--- config.mk ---
export PLATFORM = sky130hd
export DESIGN_NAME = comp_mult_op_fetch
export DESIGN_NICKNAME = d
export VERILOG_FILES = /design/src/rtl/comp_mult_pkg.sv /design/src/rtl/comp_mult_opf_buf.sv /design/src/rtl/comp_mult_op_fetch.sv
export SDC_FILE = /design/constraint.sdc
export NUM_CORES = 1
export LEC_CHECK = 0
export ABC_AREA = 1
export BUFFER_PORTS_ARGS = -buffer_cell sky130_fd_sc_hd__buf_2
export CAP_MARGIN = 20
export CORE_MARGIN = 10
export CORE_UTILIZATION = 30
export DETAILED_ROUTE_END_ITERATION = 10
export GPL_ROUTABILITY_DRIVEN = 0
export PLACE_DENSITY = 0.5
export SLEW_MARGIN = 10
export SYNTH_ARGS = -nofsm -noshare
export SYNTH_HDL_FRONTEND = slang
export SYNTH_SLANG_ARGS = --single-unit
--- constraint.sdc ---
create_clock -name clk -period 12.35 [get_ports clk]
set_input_delay 1.235 -clock clk [delete_from_list [all_inputs] [get_ports clk]]
set_output_delay 1.235 -clock clk [all_outputs]
set_load 0.005 [all_outputs]
--- src/rtl/comp_mult_pkg.sv ---
// Shared constants for the complex-multiply operand fetch path:
// beat order, fetch FSM encoding and op_data lane placement.
package comp_mult_pkg;

  localparam logic [1:0] BEAT_X1 = 2'd0;
  localparam logic [1:0] BEAT_Y1 = 2'd1;
  localparam logic [1:0] BEAT_X2 = 2'd2;
  localparam logic [1:0] BEAT_Y2 = 2'd3;

  localparam logic [1:0] ST_IDLE  = 2'd0;
  localparam logic [1:0] ST_FETCH = 2'd1;
  localparam logic [1:0] ST_DRAIN = 2'd2;

  // op_data = {x1,x2,y1,y2}; lane n sits at bits [n*W +: W]
  localparam int LANE_X1 = 3;
  localparam int LANE_X2 = 2;
  localparam int LANE_Y1 = 1;
  localparam int LANE_Y2 = 0;

  function automatic int beat_lane(input logic [1:0] beat);
    int lane;
    case (beat)
      BEAT_X1: lane = LANE_X1;
      BEAT_Y1: lane = LANE_Y1;
      BEAT_X2: lane = LANE_X2;
      default: lane = LANE_Y2;
    endcase
    return lane;
  endfunction

endpackage

--- src/rtl/comp_mult_opf_buf.sv ---
// Small valid/ready output buffer (1 or 2 entries) for packed operands.
// Ports: clk, rst (async), clr (sync), in_val/in_data push side,
// out_val/out_rdy/out_data pop side, count = entries held.
// The producer reserves space up front, so there is no in_rdy.
module comp_mult_opf_buf #(
  parameter int W     = 32,
  parameter int DEPTH = 1
) (
  input  logic         clk,
  input  logic         rst,
  input  logic         clr,
  input  logic         in_val,
  input  logic [W-1:0] in_data,
  output logic         out_val,
  input  logic         out_rdy,
  output logic [W-1:0] out_data,
  output logic [1:0]   count
);

  logic [W-1:0] e0;
  logic [W-1:0] e1;
  logic [1:0]   cnt;
  logic         pop;

  assign pop      = out_val & out_rdy;
  assign out_val  = (cnt != 2'd0);
  assign out_data = e0;
  assign count    = cnt;

  always_ff @(posedge clk or posedge rst) begin
    if (rst) begin
      e0  <= '0;
      e1  <= '0;
      cnt <= 2'd0;
    end else if (clr) begin
      e0  <= '0;
      e1  <= '0;
      cnt <= 2'd0;
    end else begin
      case ({in_val, pop})
        2'b10: begin
          if (cnt == 2'd0) e0 <= in_data;
          else             e1 <= in_data;
          cnt <= cnt + 2'd1;
        end
        2'b01: begin
          e0  <= e1;
          cnt <= cnt - 2'd1;
        end
        2'b11: begin
          if (cnt == 2'd1 || DEPTH == 1) begin
            e0 <= in_data;
          end else begin
            e0 <= e1;
            e1 <= in_data;
          end
        end
        default: ;
      endcase
    end
  end

endmodule

--- src/rtl/comp_mult_op_fetch.sv ---
// Operand fetch stage: reads NR_OP complex operand pairs from byte memory
// and offers {x1,x2,y1,y2} on op_val/op_rdy.
// Ports: clk, rst (async), sw_rst (sync), start/op1_ba/op2_ba/nr_op job
// setup, busy/done status, mem_* arbitrated read port, op_* output.
// Macro COMP_MULT_OPF_BUF2_EN: 2-entry output FIFO instead of 1 register.
module comp_mult_op_fetch
  import comp_mult_pkg::*;
#(
  parameter int DWIDTH = 8,
  parameter int SYS_AW = 16,
  parameter int CNT_W  = 16
) (
  input  logic                clk,
  input  logic                rst,
  input  logic                sw_rst,
  input  logic                start,
  input  logic [SYS_AW-1:0]   op1_ba,
  input  logic [SYS_AW-1:0]   op2_ba,
  input  logic [CNT_W-1:0]    nr_op,
  output logic                busy,
  output logic                done,
  output logic                mem_req,
  input  logic                mem_gnt,
  output logic                mem_ce,
  output logic                mem_we,
  output logic [SYS_AW-1:0]   mem_addr,
  input  logic [DWIDTH-1:0]   mem_rd_data,
  output logic                op_val,
  input  logic                op_rdy,
  output logic [4*DWIDTH-1:0] op_data
);

`ifdef COMP_MULT_OPF_BUF2_EN
  localparam int DEPTH = 2;
`else
  localparam int DEPTH = 1;
`endif

  logic [1:0]          state;
  logic [SYS_AW-1:0]   op1_base;
  logic [SYS_AW-1:0]   op2_base;
  logic [SYS_AW-1:0]   off;
  logic [CNT_W-1:0]    ops_left;
  logic [1:0]          beat;
  logic [1:0]          cap_beat;
  logic                cap_vld;
  logic [1:0]          inflight;
  logic [4*DWIDTH-1:0] asm_q;
  logic [4*DWIDTH-1:0] push_data;
  logic                done_q;
  logic [1:0]          buf_cnt;
  logic [2:0]          occ;
  logic                can_begin;
  logic                access;
  logic                op_begin;
  logic                buf_push;
  logic                pop;
  logic                last_pop;

  // an op may start only if a slot stays free for it once it lands
  assign occ       = 3'(buf_cnt) + 3'(inflight);
  assign can_begin = occ < 3'(DEPTH);

  assign mem_req  = (state == ST_FETCH) &&
                    (beat != BEAT_X1 || can_begin);
  assign access   = mem_req & mem_gnt;
  assign mem_ce   = access;
  assign mem_we   = 1'b0;
  assign mem_addr = (beat[1] ? op2_base : op1_base) + off +
                    SYS_AW'(beat[0]);

  assign op_begin = access && (beat == BEAT_X1);
  assign buf_push = cap_vld && (cap_beat == BEAT_Y2);
  assign pop      = op_val & op_rdy;
  assign last_pop = (state == ST_DRAIN) && (inflight == 2'd0) &&
                    (buf_cnt == 2'd1) && pop;

  assign busy = (state != ST_IDLE);
  assign done = done_q;

  // the last beat goes straight from the read bus into the buffer
  always_comb begin
    push_data = asm_q;
    push_data[LANE_Y2*DWIDTH +: DWIDTH] = mem_rd_data;
  end

  always_ff @(posedge clk or posedge rst) begin
    if (rst) begin
      state    <= ST_IDLE;
      op1_base <= '0;
      op2_base <= '0;
      off      <= '0;
      ops_left <= '0;
      beat     <= BEAT_X1;
      cap_beat <= BEAT_X1;
      cap_vld  <= 1'b0;
      inflight <= 2'd0;
      asm_q    <= '0;
      done_q   <= 1'b0;
    end else if (sw_rst) begin
      state    <= ST_IDLE;
      op1_base <= '0;
      op2_base <= '0;
      off      <= '0;
      ops_left <= '0;
      beat     <= BEAT_X1;
      cap_beat <= BEAT_X1;
      cap_vld  <= 1'b0;
      inflight <= 2'd0;
      asm_q    <= '0;
      done_q   <= 1'b0;
    end else begin
      done_q <= 1'b0;
      case (state)
        ST_IDLE: begin
          if (start) begin
            op1_base <= op1_ba;
            op2_base <= op2_ba;
            ops_left <= nr_op;
            off      <= '0;
            beat     <= BEAT_X1;
            if (nr_op == '0) done_q <= 1'b1;
            else             state  <= ST_FETCH;
          end
        end
        ST_FETCH: begin
          if (access) begin
            beat <= beat + 2'd1;
            if (beat == BEAT_Y2) begin
              off      <= off + SYS_AW'(2);
              ops_left <= ops_left - CNT_W'(1);
              if (ops_left == CNT_W'(1)) state <= ST_DRAIN;
            end
          end
        end
        ST_DRAIN: begin
          if (last_pop) begin
            done_q <= 1'b1;
            state  <= ST_IDLE;
          end
        end
        default: state <= ST_IDLE;
      endcase
      inflight <= inflight + 2'(op_begin) - 2'(buf_push);
      cap_vld  <= access;
      cap_beat <= beat;
      if (cap_vld)
        asm_q[beat_lane(cap_beat)*DWIDTH +: DWIDTH] <= mem_rd_data;
    end
  end

  comp_mult_opf_buf #(
    .W     (4*DWIDTH),
    .DEPTH (DEPTH)
  ) u_buf (
    .clk      (clk),
    .rst      (rst),
    .clr      (sw_rst),
    .in_val   (buf_push),
    .in_data  (push_data),
    .out_val  (op_val),
    .out_rdy  (op_rdy),
    .out_data (op_data),
    .count    (buf_cnt)
  );

endmodule

=== Word-level counts from Yosys, hierarchy flattened ===
Index checks and enable logic that the tools add are counted.

* Flip-flop bits (word level): 172
* Word-level logic and storage cells: 129
* Output and inout port bits: 54
* Bits of input ports: 62

* Reductions and logical operators: 29
* $lt $le $gt $ge: 1
* Bitwise operators: 2
* Shift-type cells: 2
* Equal/unequal tests: 19
* $add $sub $neg: 11
* Muxes and demuxes: 51

{| class="wikitable"
|+ Operators by type and width
! kind !! number
|-
| $mux W16 || 15
|-
| $mux W32 || 7
|-
| $pmux W32 S3 || 1
|-
| $pmux W16 S2 || 2
|-
| $mux W29 || 2
|-
| $neg A32 Y33 || 1
|-
| $shift A8 B33 Y32 const A || 1
|-
| $shiftx A8 B33 Y32 || 1
|-
| $bwmux W32 || 1
|-
| $mux W2 || 13
|-
| $add A16 B1 Y16 || 1
|-
| $add A16 B16 Y16 || 1
|-
| $add A16 B2 Y16 const B || 1
|-
| $eq A16 B1 Y1 const B || 1
|-
| $logic_not A16 Y1 || 1
|-
| $sub A16 B1 Y16 const B || 1
|-
| $reduce_bool A2 Y1 || 7
|-
| $eq A2 B2 Y1 const B || 6
|-
| $ne A3 B3 Y1 const B || 4
|-
| $pmux W2 S3 || 2
|-
| $logic_not A2 Y1 || 5
|-
| $ne A3 B2 Y1 const B || 3
|-
| $eq A2 B1 Y1 const B || 4
|-
| $pmux W2 S2 || 2
|-
| 18 further kinds || 32
|}

=== Logic depth before layout (Yosys ltp) ===
* Depth in word-level cells: 9
* Gate-level depth with buffers: 13
* Mapped depth without buffers: 13

=== Cells and area by module ===
A second synthesis with hierarchy kept.

* Cell total of the unflattened synthesis: 1263
* Area total of the unflattened synthesis: 9434.0 um^2

{| class="wikitable"
|+ By module, submodules not included
! module !! instances !! area an instance (um^2) !! sequential area each (um^2) !! cells an instance
|-
| comp_mult_op_fetch || 1 || 6216.0 || 2427.3 || 848
|-
| comp_mult_opf_buf || 1 || 3218.1 || 1651.6 || 415
|}

=== Worst setup path before layout ===
No wires, ideal clock.

* Kind: register -> output
* Start: register beat[1]
* End: output port mem_addr[14]
* Setup slack: 9.210 ns
* Stages on the path, launching flop included: 13
* Path buffers: 1
* Arrival: 1.905 ns
* Data required time: 11.115 ns
* Path through: dfrtp_1 > clkbuf_1 > o21ai_0 > ha_1 > fa_1 > nand3_1 > nand2_1 > nand2_1 > nand2_1 > nand3b_1 > nand2_1 > nand2_1 > nand2_1

* Cells in the longest elaborated chain, start to end: 3

{| class="wikitable"
|+ RTL lines
! what !! line !! RTL
|-
| from (decl) || comp_mult_op_fetch.sv:44 || <nowiki>logic [1:0] beat;</nowiki>
|-
| from (signal assigned) || comp_mult_op_fetch.sv:128 || <nowiki>beat <= beat + 2'd1;</nowiki>
|-
| $mux W16 || comp_mult_op_fetch.sv:69 || <nowiki>assign mem_addr = (beat[1] ? op2_base : op1_base) + off +</nowiki>
|-
| $add A16 B16 Y16 || comp_mult_op_fetch.sv:69 ||
|-
| $add A16 B1 Y16 || comp_mult_op_fetch.sv:69 ||
|-
| to (decl) || comp_mult_op_fetch.sv:26 || <nowiki>output logic [SYS_AW-1:0] mem_addr,</nowiki>
|}

Every way passes these cells.

=== Worst setup path after layout ===
Ends and elaborated chain as after synthesis.

==> out/qor.yml <==
syn_nets: 1254
period_minus_slack_ns: 4.40
clockBufferDepth: 2
worst_setup_path_start_kind: "flip-flop"
num_vias: 7891
ir_drop_uv: 93.0
status: "finished, final reports clean"
place_area_um2: 9830
ctsHoldBuffers: 0
crit_path_end_kind: "primary output"
tightestPinTransition_ns: 1.02
fin_cells: 1650
wl_per_cell_um: 15.4
cts_tree: "built"
finalHoldViolations: 0
dp_cells: 1619
setup_viol: 0
numPortBuffers: 114
cts_root_buf: "clkbuf_16"
holdCritPathClass: "flip-flop to flip-flop"
p_per_area_nw_per_um2: 162
worstPathRequired_ns: 11.11
worstSetupPathType: "flip-flop to primary output"
drc: 0
p_leak_nw: 5.20
numCtsBuffers: 17
die_h_um: 192
antenna_found_initial: 0
yosys.area.top_type: "dfrtp_1"
antenna_left: 0
std_cell_rows: 63
pre_cts_slack_ns: 8.38
fin_area_um2: 10400
design.die.area_um2: 37000
grt_pass1_wl_mm: 41.5
synthDistinctLibCells: 38
path_cells: "o21ai_0 > ha_1 > fa_1 > nand3_1 > nand2_1 > nand2_1 > nand2_1 > nand3b_1 > nand2_1 > nand2_1 > nand2_1 > buf_2"
cts_sinks: 163
dr.max_layer_used: "met4"
wl_met3_mm: 1.05
multi_input_area_um2: 4140
met1Wirelength_mm: 12.7
die_width_um: 192
wirelength_mm: 25.4
layout_setup_ws_ns: 7.95
finalSetupTns_ns: 0
post_synth_instance_area_um2: 8920
drt-pass1-iter-count: 5
synth_seq_cells: 163
dp_hpwl_mm: 17.9
grt_max_degree: 92
skew_ns: 0.0107
seq_area_um2: 4080
nFillCells: 3171
clkTransAtPathRegs_ns: 0.07
crit_top_cell: "nand2_1"
worstPathMaxFanout: 34
wl_met2_mm: 11.4
drive_above_1_share_pct: 13.3
clock_latency_ns: 0.43
ys_top_cells_by_area: "dfrtp_1 46%, nand2_1 11%, o21ai_0 6.5%, nand3_1 6.3%, inv_1 5.2%"
area_growth_pct: 16.6
cts_setup_buffers: 0
nNetsFinal: 1344
slew_headroom_pct: 32.0
first_global_vias: 7679
crit_arrival_ns: 3.17
grt_usage_pct: 13.9
overflow: 0
syn_avg_cell_area_um2: 7.70
synth-seq-area-share_pct: 45.7
htreeDepth: 4
finalMaxSlewViolations: 0
crit_path_top_delay_cell: "dfrtp_1"
synth_top_area_share_pct: 45.7
drtIter0Drc: 444
io_pins: 116
drv.max_cap_violation_count: 0
antenna_cells: 0
start_util_pct: 30.3
ys_warn_count: 0
rsz0062_at_grt: "no"
synth_cells: 1159
ctsResizeCount: 0
finalCritPeriodShare_pct: 35.6
critPathMaxStageDelay_ns: 1.01
viasPerCell: 4.78
core_region_area_um2: 29500
fmax_mhz: 227
sequential cells by signal, indices dropped and copies added, names as in the netlist:
name,count
beat,2
u_buf.out_data,32
cap_beat,2
state,2
op1_base,16
inflight,2
off,15
op2_base,16
done,1
ops_left,16
cap_vld,1
asm_q,24
u_buf.count,2
u_buf.e1,32
path summary, 6_finish.rpt:
kind / from / to / slack, ns / cells past startpoint
max reg2reg: beat[1] / ops_left[12] / 9.14 / 9
min: state[0] / state[0] / 0.47 / 2
min in group asynchronous: rst / u_buf.out_data[27] / 0.97 / 2
max: beat[1] / mem_addr[14] / 7.95 / 12
max in group asynchronous: rst / ops_left[5] / 10.17 / 4
min reg2reg: state[0] / state[0] / 0.47 / 2
report_power, final:
part           leakage [nW]  switching, mW  total, mW  internal (mW)
Clock                 0.262          0.219      0.506          0.286
Combinational          2.74          0.350      0.517          0.167
Sequential             2.19         0.0571      0.662          0.605
Total                  5.20          0.626       1.68           1.06
worst max-delay path, delay by kind of cell (launching register included):
kind | cells | cell delay (ns)
DFF | 1 | 1.01
AOI/OAI and AO/OA | 1 | 0.23
buffers and inverters | 1 | 0.12
adders and majority gates | 2 | 0.72
and+or+nand+nor | 8 | 0.65
Yosys cell counts, drive strengths merged:
cell / number
nand2: 275
dfrtp: 163
inv: 125
nor2: 118
o21ai: 115
nand3: 114
a21oi: 50
o211ai: 35
ha: 31
buf: 30
clkbuf: 23
o22ai: 23
nand4: 19
xor2: 11
a21o: 6
or2: 4
fa: 2
nand3b: 2
nor4: 2
o21bai: 2
a211oi: 1
a21boi: 1
and2: 1
clkinv: 1
conb: 1
nor3: 1
o2111ai: 1
o32ai: 1
xnor2: 1
per-layer routing:
metal	up-vias	track usage, %
met5	-	0
met4	0	3.58
met3	10	3.02
met2	142	21.4
met1	3726	19.3
li1	4013	-
cells by family after synthesis:
group,share of synthesized area (%)
other cells,0.0420
fa+ha+maj,4.80
flops,45.7
buf+inv,8.05
xor+xnor,1.18
simple gates,25.3
compound gates,14.9
metrics by stage:
stage / power, mW / hold WS (ns) / utilization (%)
2_1_floorplan: 1.02 / 0.441 / -
3_3_place_gp: 1.19 / 0.461 / 33.3
3_5_place_dp: 1.20 / 0.462 / 33.3
4_1_cts: 1.71 / 0.477 / 35.2
5_1_grt: 1.81 / 0.507 / 35.3
6_report: 1.68 / 0.471 / 35.3
layout by cell type, fill, tap and decap left out, types with 2 or more instances in the layout:
cell type / netlist / routed
clkbuf_16: 0 / 17
a21oi_1: 50 / 50
o211ai_1: 34 / 34
nand3b_1: 2 / 2
xor2_1: 11 / 11
nor2_2: 2 / 3
buf_4: 2 / 9
nand2_1: 273 / 272
nand3_1: 113 / 113
ha_1: 31 / 31
clkinv_2: 0 / 3
nand4_1: 19 / 19
buf_2: 25 / 114
o22ai_1: 23 / 23
fa_1: 2 / 2
clkinv_4: 0 / 3
clkbuf_8: 0 / 2
nor2_1: 115 / 114
o21bai_1: 2 / 2
inv_1: 123 / 122
a21o_1: 6 / 6
clkbuf_1: 23 / 3
nor4_1: 2 / 2
o21ai_0: 115 / 114
or2_2: 4 / 4
clkinvlp_4: 0 / 2
nand2_2: 2 / 3
dfrtp_1: 163 / 163
area by class of cell:
cell class                 count  area share (%)
clock buffer                  22            4.46
sequential                   163            39.2
tap                          390            4.69
timing repair buffer         124            6.40
clock inverter                 8           0.782
multi-input combinational    817            39.8
inverter                     126            4.61
(Power assumes the default switching activity.)
